### src/rtl/mem_port_arbiter.sv
// mem_port_arbiter: shares one memory port between fetch and data with priority, starvation guard and timeout
module mem_port_arbiter #(
    parameter int AW = 32,
    parameter int DW = 32,
    parameter int TIMEOUT = 15,
    parameter int STARVE_LIM = 2
) (
    input  logic          clk,
    input  logic          reset,
    input  logic          if_req,
    input  logic [AW-1:0] if_addr,
    output logic [DW-1:0] if_rdata,
    output logic          if_valid,
    input  logic          d_req,
    input  logic          d_we,
    input  logic [AW-1:0] d_addr,
    input  logic [DW-1:0] d_wdata,
    output logic [DW-1:0] d_rdata,
    output logic          d_valid,
    output logic          mem_enable,
    output logic          mem_r_w,
    output logic [AW-1:0] mem_address,
    output logic [DW-1:0] mem_input,
    input  logic [DW-1:0] mem_output,
    input  logic          mem_ready,
    output logic          pipe_stall,
    output logic          timeout_err
);
    localparam logic [1:0] IDLE = 2'd0, BUSY_IF = 2'd1, BUSY_D = 2'd2;
    localparam logic [7:0] WAIT_LAST = 8'(TIMEOUT - 1);
    localparam logic [2:0] SLIM = 3'(STARVE_LIM);
    logic [1:0] state;
    logic [7:0] wait_cnt;
    logic [2:0] starve_cnt;
    logic if_r, d_r, grant_d, grant_if;
    // A requester seeing its valid this cycle still holds a stale request
    always_comb begin
        if_r = if_req & ~if_valid;
        d_r = d_req & ~d_valid;
        grant_d = d_r & (~if_r | (starve_cnt < SLIM));
        grant_if = if_r & ~grant_d;
    end
    assign pipe_stall = (if_req & ~if_valid) | (d_req & ~d_valid);
    always_ff @(posedge clk) begin
        if (!reset) begin
            state <= IDLE;
            wait_cnt <= '0;
            starve_cnt <= '0;
            if_rdata <= '0;
            if_valid <= 1'b0;
            d_rdata <= '0;
            d_valid <= 1'b0;
            mem_enable <= 1'b0;
            mem_r_w <= 1'b0;
            mem_address <= '0;
            mem_input <= '0;
            timeout_err <= 1'b0;
        end else begin
            if_valid <= 1'b0;
            d_valid <= 1'b0;
            if (state == IDLE) begin
                if (grant_d | grant_if) begin
                    state <= grant_d ? BUSY_D : BUSY_IF;
                    mem_enable <= 1'b1;
                    mem_address <= grant_d ? d_addr : if_addr;
                    mem_r_w <= grant_d & d_we;
                    mem_input <= grant_d ? d_wdata : '0;
                    wait_cnt <= '0;
                    starve_cnt <= grant_if ? '0 : (if_r ? starve_cnt + 3'd1 : starve_cnt);
                end
            end else if (mem_ready || wait_cnt == WAIT_LAST) begin
                state <= IDLE;
                mem_enable <= 1'b0;
                timeout_err <= timeout_err | ~mem_ready;
                if (state == BUSY_IF) begin
                    if_valid <= 1'b1;
                    if_rdata <= mem_ready ? mem_output : '0;
                end else begin
                    d_valid <= 1'b1;
                    // completed stores leave d_rdata alone; aborts always zero it
                    if (!mem_r_w || !mem_ready)
                        d_rdata <= mem_ready ? mem_output : '0;
                end
            end else begin
                wait_cnt <= wait_cnt + 8'd1;
            end
        end
    end
endmodule

### config.mk
export PLATFORM = sky130hd
export DESIGN_NAME = mem_port_arbiter
export DESIGN_NICKNAME = d
export VERILOG_FILES = /design/src/rtl/mem_port_arbiter.sv
export SDC_FILE = /design/constraint.sdc
export NUM_CORES = 1
export LEC_CHECK = 0
export BUFFER_PORTS_ARGS = -buffer_cell sky130_fd_sc_hd__clkbuf_2
export CORE_MARGIN = 2
export CORE_UTILIZATION = 46
export DETAILED_ROUTE_END_ITERATION = 16
export MAX_ROUTING_LAYER = met4
export PLACE_DENSITY = 0.76
export SYNTH_ARGS = -nofsm -noshare
export SYNTH_HDL_FRONTEND = slang
export SYNTH_SLANG_ARGS = --single-unit
export TNS_END_PERCENT = 1
### constraint.sdc
create_clock -name clk -period 2.3 [get_ports clk]
set_clock_uncertainty 0.1 [all_clocks]
set_input_delay 0.115 -clock clk [delete_from_list [all_inputs] [get_ports clk]]
set_output_delay 0.115 -clock clk [all_outputs]
set_load 0.01 [all_outputs]
==> summary.md <==
| Metric | Value |
|---|---|
| Status | finished clean |
| Final setup fails | 0 |
| Vias in the first global route | 6386 |
| Die Span Y | 115 microns |
| Max-slew headroom | 13.8% |
| Mean Syn Cell Area | 9.79 sq um |
| Crit. End Element | register |
| Area delta synth->final | 59.6% |
| Post-synth EDFFs | 0 |
| Violation count after the first detailed-route iteration | 723 |
| First-pass GRT wire length | 33000 microns |
| Unrepaired setup endpoints after global routing | no |
| Primary FF master, synth | dfxtp_1 |
| Die Width | 115 microns |
| Largest net degree at the start of global routing | 76 |
| Fin nets | 1092 |
| Clk Latency, worst-skew pair | 0.43 ns |
| Drt first pass iters | 5 |
| Finished Layout Cells | 1117 |
| Total GRT Usage | 32.9% |
| Max FO, Critical Path | 32 |
| Final ANT Viol Nets | 0 |
| Worst-case clock buffer depth | 2 |
| Number of synthesized register bits | 146 |
| Startpoint Class | register |
| Number of remaining DRC errors | 0 |
| CP arrival | 2.31 ns |
| TNS Setup | 0 ns |
| Pleak | 4.23 nW |
| Clock root buffer | clkbuf_16 |
| Placed insts | 952 |
| Site Rows | 40 |
| Post-Syn Instances | 577 |
| Global placement routability congestion | 0.859 |
| CTS Sinks | 146 |
| Post-layout minimum cycle time | 2.06 ns |
| Slew @ Worst Pin | 1.29 ns |
| Hold WC Path Type | primary input to register |
| Pwr Total | 6.94 mW |
| Post-layout util | 75.1% |
| Clk pin slew, worst setup/hold paths | 0.06 ns |
| H-tree depth | 4 |
| Slew Viols, Final | 0 |
| Fin area | 9020 sq um |
| Fraction of layout cells with a size suffix above 1 | 33.1% |
| Post-route setup slack | 0.239 ns |
| Top Ports | 268 |
| CTS tree | yes |
| Port-buffer cells | 267 |
| Die ar. | 13200 sq um |
| Total grt overflow | 0 |
| Initial Util | 47.0% |
| Fin. Hold Viols | 0 |
| Setup slack at placement | -0.000526 ns |
| Max_cap viols | 0 |
| Placed Area | 7030 sq um |
| Min Hold Slack | 0.0573 ns |
| Drt wl/cell | 19.0 microns |
| Dpl hpwl | 11200 microns |
| Vias per cell | 5.60 |
| Initial antenna violation count | 3 |
| Path type of the worst setup path | register to register |
| Period utilization | 89.6% |
| Seq/Total Area, Yosys | 51.7% |
| Syn Std Cell Area | 5650 sq um |
| FMAX | 485 MHz |
| Maximum VDD drop | 0.000485 V |
| TritonCTS Buffers | 17 |
| Yosys warns | 0 |
| PwrDens | 770 nW/um^2 |
| Distinct cells, synth | 47 |
| Fraction of registers with async set/reset | 0% |
| WP data required | 2.55 ns |
| Core outline area | 12000 sq um |
| Final wirelength | 21200 microns |
| Vias post-DR | 6257 |
| Mapped Nets | 714 |
-- per-layer routing --
metal | share of wire, % | vias to the layer above | routed length, microns | global-route usage, %
li1 | - | 2876 | - | -
met1 | 37 | 2962 | 7810 | 35.3
met2 | 52 | 318 | 11100 | 55.5
met3 | 5.9 | 101 | 1260 | 7.91
met4 | 4.9 | 0 | 1050 | 19.2
met5 | 0 | - | 0 | -
-- flip-flops by register name (all words and copies together), names as in the netlist, 2 cells and up --
signal,flops
d_rdata,32
state,2
mem_address,32
mem_input,32
if_rdata,32
wait_cnt,8
starve_cnt,3
-- critical path: stages (launching register included) --
cell	delay (ns)
dfxtp_1	0.31
and2b_1	0.35
o211ai_1	0.24
nor2_4	0.67
a221o_1	0.31
-- kinds of logic (layout without fill, tap and decap cells) --
kind of cell,Yosys count,in the layout,share of synthesized area [%]
AOI/OAI and AO/OA,188,188,27.0
xor gates and xnor gates,1,1,0.155
adders and majority gates,3,3,0.664
buffers and inverters,53,443,4.85
DFF,146,146,51.7
other,0,3,0
and+or+nand+nor,186,186,15.6
-- final timing paths --
check / startpoint / to / slack (ns) / cells past startpoint
worst max-delay path: if_valid / mem_address[1] / 0.24 / 4
worst min register to register: if_rdata[25] / if_rdata[25] / 0.36 / 1
worst min-delay path: mem_ready / d_valid / 0.06 / 3
worst max register to register: if_valid / mem_address[1] / 0.24 / 4
-- power breakdown --
part	switching, mW	total [mW]	leakage [nW]	internal [mW]
sequential	0.0972	2.77	1.19	2.67
combinational	0.560	1.06	2.71	0.497
clock	1.04	3.11	0.326	2.08
total	1.69	6.94	4.23	5.25
-- cell type report --
type                    count  area (sq um)
fillers                   781          2990
flip-flops and latches    146          2920
repair buffers            409          2760
multi-input cells         378          2470
clock buffers              20           457
clock inverters            11           208
well taps                 147           184
inverters                   3          11.3
diodes                      3          7.51
-- cells in the mapped netlist, types with 2 or more instances --
| library cell | instances | share of area, % |
|---|---|---|
| and4_1 | 2 | 0.31 |
| buf_2 | 15 | 1.3 |
| a22oi_1 | 33 | 4.4 |
| nor2_1 | 70 | 4.7 |
| and3_1 | 34 | 3.8 |
| nand4_1 | 3 | 0.33 |
| o22ai_1 | 2 | 0.22 |
| dfxtp_1 | 146 | 52 |
| or2_1 | 2 | 0.22 |
| nand2_1 | 44 | 2.9 |
| buf_6 | 7 | 1.4 |
| nor3_1 | 5 | 0.44 |
| a21oi_1 | 10 | 0.89 |
| a21boi_1 | 31 | 4.1 |
| nand4b_1 | 2 | 0.31 |
| a31oi_1 | 2 | 0.22 |
| clkbuf_1 | 27 | 1.8 |
| o2bb2ai_1 | 32 | 5.0 |
| ha_1 | 3 | 0.66 |
| o21a_1 | 33 | 4.4 |
| nand3_1 | 9 | 0.80 |
| nand2b_1 | 5 | 0.55 |
| a221o_1 | 32 | 5.7 |
| a21boi_0 | 2 | 0.27 |
| inv_1 | 2 | 0.13 |
| or3_1 | 3 | 0.33 |
-- placed cells by master, fill, tap and decap left out, drive strengths merged, types with 5 or more instances in the layout --
cell,n
a21boi,33
a21oi,11
a221o,32
a22oi,33
and3,34
buf,11
bufinv,6
clkbuf,287
dfxtp,146
dlygate4sd3,131
nand2,44
nand2b,5
nand3,9
nor2,71
nor3,5
o21a,33
o2bb2ai,32
-- timing repair --
action | 4_1_cts | 5_1_grt
setup buffers | 0 | 0
endpoints found under the hold margin | 129 | 0
gates resized for setup | 1 | 0
hold buffers | 131 | 0
endpoints found under the setup margin | 8 | 0
Note: power is estimated with default switching activity, not from simulation.
